**src/rtl/codec_cfg_sequencer.sv**
```systemverilog
// Table-driven WM8731 register-write sequencer feeding the i2cgenerator byte engine.
// Each mode owns a STEPS-deep slice of a runtime-writable word table; words stream out over load/ready.
module codec_cfg_sequencer #(
  parameter int unsigned MODES     = 4,
  parameter int unsigned STEPS     = 4,
  parameter bit          AUTO_INIT = 1'b1,
  parameter int unsigned MW        = $clog2(MODES),
  parameter int unsigned AW        = $clog2(MODES * STEPS)
) (
  input  logic          CLOCK_50,
  input  logic          reset,
  input  logic          req,
  input  logic [MW-1:0] mode,
  input  logic          tbl_we,
  input  logic [AW-1:0] tbl_addr,
  input  logic [16:0]   tbl_wdata,
  input  logic          ready,
  output logic          load,
  output logic [15:0]   data,
  output logic          busy,
  output logic          done,
  output logic [MW-1:0] cur_mode,
  output logic          overrun,
  output logic [7:0]    words_sent
);

  localparam int unsigned DEPTH = MODES * STEPS;
  localparam int unsigned SW    = (STEPS > 1) ? $clog2(STEPS) : 1;

  typedef enum logic [2:0] {
    S_IDLE,
    S_FETCH,
    S_ISSUE,
    S_GAP,
    S_WAIT
  } state_t;

  state_t        state_q, state_d;
  logic [16:0]   tbl [DEPTH];
  logic [AW-1:0] ptr_q;
  logic [SW-1:0] step_q;
  logic          last_q;
  logic          init_q;
  logic          pend_valid_q;
  logic [MW-1:0] pend_mode_q;

  logic          start;
  logic [MW-1:0] start_mode;
  logic [MW-1:0] req_mode;
  logic          slot_consume;
  logic          req_direct;
  logic          req_to_slot;
  logic          advance;

  // Power-up contents: mode 0 = reset, mode 1 = loopback, mode 2 = silence.
  function automatic logic [16:0] tbl_default(input int unsigned idx);
    logic [16:0] w;
    w = 17'h1_0000;
    if (idx == 0)                  w = {1'b1, 7'h0F, 9'h000};
    else if (idx == STEPS)         w = {1'b0, 7'h06, 9'h00E};
    else if (idx == STEPS + 1)     w = {1'b1, 7'h04, 9'h00A};
    else if (idx == 2 * STEPS)     w = {1'b0, 7'h04, 9'h002};
    else if (idx == 2 * STEPS + 1) w = {1'b1, 7'h06, 9'h09F};
    return w;
  endfunction

  always_ff @(posedge CLOCK_50) begin
    if (reset) state_q <= S_IDLE;
    else       state_q <= state_d;
  end

  always_comb begin
    state_d      = state_q;
    start        = 1'b0;
    start_mode   = '0;
    slot_consume = 1'b0;
    load         = 1'b0;
    done         = 1'b0;
    advance      = 1'b0;
    req_mode     = (32'(mode) >= 32'(MODES)) ? '0 : mode;

    case (state_q)
      S_IDLE: begin
        if (init_q) begin
          start = 1'b1;
        end else if (pend_valid_q) begin
          start        = 1'b1;
          start_mode   = pend_mode_q;
          slot_consume = 1'b1;
        end else if (req) begin
          start      = 1'b1;
          start_mode = req_mode;
        end
        if (start) state_d = S_FETCH;
      end
      S_FETCH: state_d = S_ISSUE;
      S_ISSUE: begin
        if (ready) begin
          load    = 1'b1;
          state_d = S_GAP;
        end
      end
      // Generator drops ready one cycle after load; don't trust it here.
      S_GAP: state_d = S_WAIT;
      S_WAIT: begin
        if (ready) begin
          if (last_q || step_q == SW'(STEPS - 1)) begin
            done    = 1'b1;
            state_d = S_IDLE;
          end else begin
            advance = 1'b1;
            state_d = S_FETCH;
          end
        end
      end
      default: state_d = S_IDLE;
    endcase

    req_direct  = (state_q == S_IDLE) && !init_q && !pend_valid_q;
    req_to_slot = req && !req_direct;
    overrun     = req_to_slot && pend_valid_q && !slot_consume;
    busy        = (state_q != S_IDLE);
  end

  // Sequence datapath and request slot.
  always_ff @(posedge CLOCK_50) begin
    if (reset) begin
      ptr_q        <= '0;
      step_q       <= '0;
      last_q       <= 1'b0;
      data         <= 16'h0000;
      cur_mode     <= '0;
      words_sent   <= 8'd0;
      pend_valid_q <= 1'b0;
      pend_mode_q  <= '0;
      init_q       <= AUTO_INIT;
    end else begin
      init_q <= 1'b0;
      if (start) begin
        ptr_q    <= AW'(32'(start_mode) * STEPS);
        step_q   <= '0;
        cur_mode <= start_mode;
      end
      if (state_q == S_FETCH) begin
        data   <= tbl[ptr_q][15:0];
        last_q <= tbl[ptr_q][16];
      end
      if (load) words_sent <= words_sent + 8'd1;
      if (advance) begin
        ptr_q  <= ptr_q + AW'(1);
        step_q <= step_q + SW'(1);
      end
      if (req_to_slot) begin
        pend_valid_q <= 1'b1;
        pend_mode_q  <= req_mode;
      end else if (slot_consume) begin
        pend_valid_q <= 1'b0;
      end
    end
  end

  // Word table; a same-cycle fetch sees the pre-write value.
  always_ff @(posedge CLOCK_50) begin
    if (reset) begin
      for (int unsigned i = 0; i < DEPTH; i++) tbl[i] <= tbl_default(i);
    end else if (tbl_we && 32'(tbl_addr) < 32'(DEPTH)) begin
      tbl[tbl_addr] <= tbl_wdata;
    end
  end

endmodule
```
**config.mk**
```make
export PLATFORM = sky130hd
export DESIGN_NAME = codec_cfg_sequencer
export DESIGN_NICKNAME = d
export VERILOG_FILES = /design/src/rtl/codec_cfg_sequencer.sv
export SDC_FILE = /design/constraint.sdc
export NUM_CORES = 1
export LEC_CHECK = 0
export BUFFER_PORTS_ARGS = -buffer_cell sky130_fd_sc_hd__buf_2
export CAP_MARGIN = 20
export CORE_MARGIN = 2
export CORE_UTILIZATION = 66
export CTS_CLUSTER_SIZE = 14
export DETAILED_ROUTE_END_ITERATION = 16
export GPL_ROUTABILITY_DRIVEN = 0
export PLACE_DENSITY_LB_ADDON = 0.25
export SLEW_MARGIN = 40
export SYNTH_ARGS = -nofsm -noshare
export SYNTH_HDL_FRONTEND = slang
export SYNTH_SLANG_ARGS = --single-unit
export TNS_END_PERCENT = 5
```
**constraint.sdc**
```tcl
create_clock -name CLOCK_50 -period 5.95 [get_ports CLOCK_50]
set_input_delay 1.19 -clock CLOCK_50 [delete_from_list [all_inputs] [get_ports CLOCK_50]]
set_output_delay 1.19 -clock CLOCK_50 [all_outputs]
set_load 0.02 [all_outputs]
```
==> results of run 1 <==
-- per-layer routing --
layer	global-route usage, %	routed length [um]	vias up
li1	-	-	3666
met3	5.79	2730	96
met4	14.9	1640	0
met1	42.8	13100	4174
met2	50.9	16500	411
met5	0	0	-
-- Yosys cell counts, drive strengths merged, types with 5 or more instances --
master and instances:
a2111oi 5, a211oi 6, a21oi 8, a221o 8, a22oi 6, a32oi 6
and2 236, buf 24, clkbuf 49, dfxtp 40, edfxtp 272, mux2 11
mux2i 35, mux4 51, nand2 14, nand2b 22, nand3 9, nand4 5
nor2 31, nor2b 15, nor3 11, o21ai 8, or2 16, or3 28
xor2 6
-- cells by family after synthesis --
kind of cell | count (synthesis) | synth area share (%)
flops | 312 | 63.6
simple gates | 404 | 17.2
fa+ha+maj | 3 | 0.266
buf+inv | 75 | 2.70
xor+xnor | 8 | 0.497
compound gates | 67 | 3.63
mux | 97 | 12.1
-- critical path, stage by stage --
cell and delay [ns]:
sky130_fd_sc_hd__buf_2 0.22, sky130_fd_sc_hd__nor3b_1 0.34, sky130_fd_sc_hd__nand2b_1 0.45, sky130_fd_sc_hd__nor2_1 0.76, sky130_fd_sc_hd__or2_2 0.52
-- per-stage QoR --
step / power (W) / cell area, um^2 / hold slack (ns) / setup slack, ns / util (%)
after floorplan: 0.00293 / 14100 / 0.447 / 2.97 / -
after global placement: 0.00311 / 14500 / 0.446 / 1.96 / 68.8
after detailed placement: 0.00312 / 14500 / 0.449 / 1.81 / 69.0
after CTS: 0.00525 / 15600 / 0.463 / 2.32 / 74.4
after global routing: 0.00538 / 15700 / 0.479 / 2.48 / 74.5
final: 0.00524 / 15700 / 0.463 / 2.62 / 74.5
-- final cells by class --
type	count	share of cell area (%)
Clock inverter	10	0.791
Tap cell	275	2.20
Inverter	2	0.0479
Timing Repair Buffer	68	2.35
Clock buffer	52	6.54
Sequential cell	312	57.3
Multi-Input combinational cell	579	30.8
-- state kept, by name, indices dropped and copies added (netlist names) --
| name | flops |
|---|---|
| words_sent | 8 |
| last_q | 1 |
| init_q | 1 |
| data | 16 |
| pend_mode_q | 2 |
| tbl | 272 |
| cur_mode | 2 |
| pend_valid_q | 1 |
| step_q | 2 |
| state_q | 3 |
| ptr_q | 4 |
-- power by group --
part | internal (W) | leakage [nW] | total [W] | switching, W
sequential | 0.00253 | 2.94 | 0.00262 | 0.0000969
clock | 0.00132 | 0.556 | 0.00215 | 0.000829
combinational | 0.000170 | 1.92 | 0.000472 | 0.000302
-- path summary, 6_finish.rpt --
| path | from | slack, ns | end |
|---|---|---|---|
| max | reset | 2.62 | tbl[4][6] |
| min | cur_mode[1] | 0.46 | cur_mode[1] |
| max reg2reg | state_q[0] | 3.12 | data[10] |
| min reg2reg | cur_mode[1] | 0.46 | cur_mode[1] |
==> results by stage, run 1 <==
Outcome:
- The run finished with clean final reports.

Die:
- The die covers 22500 um^2.
- After floorplanning, the core was sized to cover 21000 um^2.
- From left edge to right edge, the die measures 150 um.
- Pin placement for this block handled 58 I/O pins.
- The die extent in y is 150 um.
- The effective utilization at floorplan is 67.1%.
- The floorplan has 53 rows.

Clock tree:
- In this run, CTS created clock tree buffers numbering 34.
- The worst-skew pair later-pin latency is 0.51 ns.
- The CTS tree is yes.
- The clock passes through at most 3 buffers.
- The number of H-tree levels is 2.
- The clock transition at the registers of the reported paths is 0.06 ns.
- The cell sitting at the root of the clock tree is a sky130_fd_sc_hd__clkbuf_16.
- The clock net sink count is 312.
- The post-CTS setup buffer count is 0.
- The quantity of hold-fixing buffers added after cts is 0.
- Gates resized during post-CTS repair numbered 0.

Synthesis:
- In the synthesized netlist the dominant register cell turns out to be sky130_fd_sc_hd__edfxtp_1.
- The number of nets in the synthesized netlist is 997.
- The yosys synthesis warning count is 0.
- The average instance in the mapped netlist occupies 14.6 um^2.
- Synthesis instantiated 56 different standard cells from the library.
- Yosys mapped a number of flops with a built-in enable equal to 272.
- In the post-synthesis netlist, the biggest area contributors are sky130_fd_sc_hd__edfxtp_1, sky130_fd_sc_hd__and2_1, sky130_fd_sc_hd__dfxtp_1.
- The synthesized instance count is 966.
- The cell taking the most area after synthesis is sky130_fd_sc_hd__edfxtp_1.
- The cell area that synthesis handed to floorplanning was 14100 um^2.
- The area share of the leading cell type in the synthesized netlist is 57.9%.
- For this run, asynchronously set or reset flops after synthesis account for 0%.
- The synthesis-stage register bit count is 312.
- The sequential cell area fraction in the yosys report is 63.6%.

Place:
- During placement, the flow inserted port buffers numbering 57.
- The HPWL reported at the end of detailed placement is 20600 um.
- In this run, placement finished with an instance count of 1236.

STA:
- The count of final hold-check violations is 0.
- Setup repair after global routing left no endpoint under its margin.
- Derived from the worst setup path, the maximum achievable clock frequency is 0.301 GHz.
- The largest clock skew in the final design is 0.00621 ns.
- The sum of negative setup slack is 0 ns.
- The part of the cycle the worst path needs is 55.9%.
- The worst pin sits at a relative slew slack of 44.0%.
- Subtracting the final worst setup slack from the clock period gives 3.33 ns.
- The slew at the pin with the worst max-slew slack is 0.839 ns.
- The count of pins over their slew limit is 0.
- The number of endpoints failing setup at the final stage is 0.

Global routing:
- The global routing usage summed across all routing layers is 31.7%.
- The number of antenna violations at the first check in global routing was 0.
- The via count of the first global-routing pass is 8443.
- Entering global routing, the biggest net connects 56 pins.
- For this run the aggregate overflow at the end of global routing stands at 0.
- The first global-routing pass estimated 51400 um of wire.

Layout:
- 0 antenna diodes ended up in the layout.
- The post-layout instance count excluding filler cells is 1298.
- Summing all multi-input logic gate instances after layout gives 4820 um^2.
- Relative to the synthesized area, the layout overhead comes to 11.1%.
- The layout has 1275 filler cells.
- The post-route netlist has 18.7% of its cells at a drive strength greater than 1.
- The net count of the finished layout is 1028.
- The sequential cell area is 8980 um^2.
- In the layout the commonest cells are sky130_fd_sc_hd__edfxtp_1, sky130_fd_sc_hd__and2_1, sky130_fd_sc_hd__buf_2.
- The library cell used most frequently in the layout, excluding fill and tap cells, is sky130_fd_sc_hd__edfxtp_1.

Drt:
- In this run, the number of DRC markers left after iteration 0 of detailed routing was 1018.
- The average wire per standard cell is 26.2 um.
- The number of vias per cell is 6.43.
- Wires add up to 34000 um.
- The pre-antenna-repair detailed-routing pass consisted of 5 iterations.
- After detailed routing, the number of remaining DRC violations is 0.
- The number of nets with antenna violations after routing is 0.
- The total number of vias is 8347.

Worst setup path:
- Along the worst path, the maximum fanout reaches 17.
- The arrival time at the worst endpoint is 3.49 ns.
- The type of element capturing the critical path is a flip-flop.
- The critical path is of the input pin to flip-flop type.
- For the worst setup path, the data required time is 6.11 ns.
- The worst register-to-register path has a depth of 4.
- STA classifies the critical path startpoint as an input pin.

Worst hold path:
- The type of the tightest min-delay check is flip-flop to flip-flop.
- Counting instances, the worst hold path has a depth of 1.

Job:
- The tool flagged a number of max-cap violations equal to 0.

Pwr:
- The power density normalized to cell area is 335 nW/um^2.
- The leakage power is 5.41 nW.
- The peak ir drop on the vdd network is 0.000228 V.
Note: power is estimated with default switching activity, not from simulation.
==> inputs of run 2 (changes only) <==
Settings changed: CORE_UTILIZATION 66 to 56.
Clock period 5.95 ns to 3 ns, I/O delays scaled along.
==> results by stage, run 2 (synthesis results as in run 1) <==
Layout:
- The fraction of layout cells with a size suffix above 1 is 19.7% (+1.0 points).
- The number of flip-flops under the largest register name came to 272 (unchanged).
- Leaving out fill and tap cells, the most frequent cell in the layout is sky130_fd_sc_hd__edfxtp_1.
- The net count of the finished layout is 1051 (+2.2%).
- Compared with the post-synthesis result, the final layout area differs by 11.6%.
- The final antenna diode count is 0 (unchanged).
- The largest registers in the layout are tbl (272), data (16), words_sent (8).
- Leaving out fill and tap cells, the most frequent cells in the layout are sky130_fd_sc_hd__edfxtp_1, sky130_fd_sc_hd__and2_1, sky130_fd_sc_hd__buf_2.
- The register with the most flip-flops is tbl.

STA:
- The time the worst path needs with I/O delays and setup is 2.55 ns.
- The sum of negative setup slack is 0 ns (unchanged).
- The count of final hold-check violations is 0 (unchanged).
- The final critical path takes up 84.9% of the cycle.
- The hold slack is 0.293 ns (-0.170 ns).
- Setup repair after global routing left no endpoint under its margin.
- The maximum clock rate is 0.393 GHz.
- The relative slew slack is 54.6% (+11 points).
- The number of endpoints failing setup at the final stage is 0 (unchanged).
- The count of pins over their slew limit is 0 (unchanged).
- The largest clock skew in the final design is 0.0177 ns (+0.0115 ns).
- The slew at the pin with the worst max-slew slack is 0.675 ns (-0.164 ns).

Pwr:
- The power density normalized to cell area is 629 nW/um^2 (+88%).
- The leakage power was 5.47 nW (+1.0%).
- The peak ir drop on the vdd network came to 0.000460 V (+100%).

Drt:
- The total number of vias was 8165 (-2.2%).
- The count of unresolved DRC violations after routing is 0 (unchanged).
- The number of nets with antenna violations after routing is 0 (unchanged).
- The number of vias per cell came to 5.94 (-7.7%).
- The average wire per standard cell is 23.3 um (-11%).
- The count of TritonRoute iterations in the first routing pass is 5 (unchanged).
- The DRC marker count from the first detailed-route iteration was 813 (-20%).
- The aggregate routed wire length is 32000 um (-6.0%).

Worst setup path:
- The endpoint identified for the worst register-to-register timing path is data[10].
- The worst setup path startpoint is state_q[0].
- The internal reg-to-reg setup slack is 0.67 ns (-2.45 ns).
- The critical path is of the flip-flop to primary output type.
- The arrival time at the worst endpoint is 1.95 ns (-1.54 ns).
- The critical path endpoint is overrun.
- The worst setup path is launched from a flip-flop.
- The type of element capturing the critical path is a primary output.
- The worst reg-to-reg path cell count is 4 (unchanged).
- The critical path data required time is 2.40 ns (-3.71 ns).
- The startpoint identified for the worst register-to-register timing path is ptr_q[0].
- The critical-path maximum fanout was 11 (-6).

Die:
- The die extent in y is 163 um (+8.3%).
- The row count is 58 (+9.4%).
- The total die area came to 26500 um^2 (+17%).
- The effective utilization at floorplan is 56.5% (-11 points).
- The core box area is 25000 um^2 (+19%).
- The width of the die is 163 um (+8.3%).
- The total I/O pin count is 58 (unchanged).

Clock tree:
- The number of H-tree levels was 1 (-1).
- The post-CTS setup buffer count is 0 (unchanged).
- The clock net sink count is 312 (unchanged).
- The clock buffer count from CTS is 31 (-8.8%).
- The number of cells upsized or downsized after cts is 0 (unchanged).
- The tree is rooted in a sky130_fd_sc_hd__clkbuf_16.
- TritonCTS built the clock tree.
- The clock transition at the registers of the reported paths is 0.06 ns (about the same).
- The worst-skew pair later-pin latency is 0.58 ns (+0.07 ns).
- The quantity of hold-fixing buffers added after cts is 0 (unchanged).
- The maximum buffer depth of the clock tree came to 3 (unchanged).

Place:
- The number of buffers added on ports is 57 (unchanged).
- The HPWL reported at the end of detailed placement was 20700 um (+0.52%).

Global routing:
- The wire length of the first global-routing pass was 49000 um (-4.6%).
- The pin count of the biggest net entering global routing came to 40 (-29%).
- The number of antenna violations at the first check in global routing is 0 (unchanged).
- The global routing usage summed across all routing layers is 24.8% (-6.9 points).
- The via count of the first global-routing pass was 8195 (-2.9%).
- The total global routing overflow is 0 (unchanged).

Worst hold path:
- The type of the tightest min-delay check is input pin to flip-flop.

Job:
- The count of maximum capacitance violations is 0 (unchanged).

Outcome:
- The run finished with clean final reports.
-- run 2: cell types whose count changed in the layout (fill, tap and decap cells not counted), moves of 3 or more --
cell / delta
sky130_fd_sc_hd__buf_4: +24
sky130_fd_sc_hd__clkbuf_1: -3
sky130_fd_sc_hd__clkbuf_16: -7
sky130_fd_sc_hd__nor2_1: +6
sky130_fd_sc_hd__nor2_2: -6
sky130_fd_sc_hd__nor3_4: -3
-- run 2: critical path, cell delays in order (launching register included) --
cell and delay [ns]:
sky130_fd_sc_hd__dfxtp_1 0.41, sky130_fd_sc_hd__or4_1 0.61, sky130_fd_sc_hd__and3_1 0.22, sky130_fd_sc_hd__buf_2 0.15
-- run 2: how the worst min path moves through the flow --
stage,startpoint,endpoint,slack [ns],cells after the start
final,mode[0],pend_mode_q[0],0.29,3
after global routing,mode[0],pend_mode_q[0],0.32,3
after CTS,mode[0],pend_mode_q[0],0.28,3
after detailed placement,cur_mode[0],cur_mode[0],0.45,2
after global placement,cur_mode[1],cur_mode[1],0.45,1
after floorplan,step_q[1],step_q[1],0.45,2
-- run 2: cell type report --
cell class	instances	area [um^2]
clock inverters	15	136
repair buffers	94	588
clock buffers	43	851
inverters	2	7.51
well taps	330	413
fillers	1855	9230
multi-input cells	579	4770
flip-flops and latches	312	8980
-- run 2: through the flow --
stage / utilization (%) / area [um^2] / cells / power [W] / worst slack [ns]
floorplan: - / 14100 / 966 / 0.00582 / 0.864
global placement: 59.1 / 14700 / 1317 / 0.00617 / 0.425
detailed placement: 59.1 / 14700 / 1317 / 0.00620 / 0.343
CTS: 63.0 / 15700 / 1375 / 0.00992 / 0.437
global route: 63.0 / 15700 / 1375 / 0.0102 / 0.385
finish: 63.0 / 15700 / 1375 / 0.00989 / 0.453
-- run 2: where the power goes --
part	switching [W]	internal (W)	total, W
clock network	0.00163	0.00215	0.00378
logic	0.000585	0.000351	0.000936
registers	0.000170	0.00501	0.00518
-- run 2: routing by layer --
metal / vias up / share of wire [%] / track usage [%]
met4: 0 / 2.0 / 5.99
met2: 258 / 49 / 41.8
met3: 49 / 6.1 / 3.31
met5: - / 0 / 0
li1: 3715 / - / -
met1: 4143 / 43 / 34.7
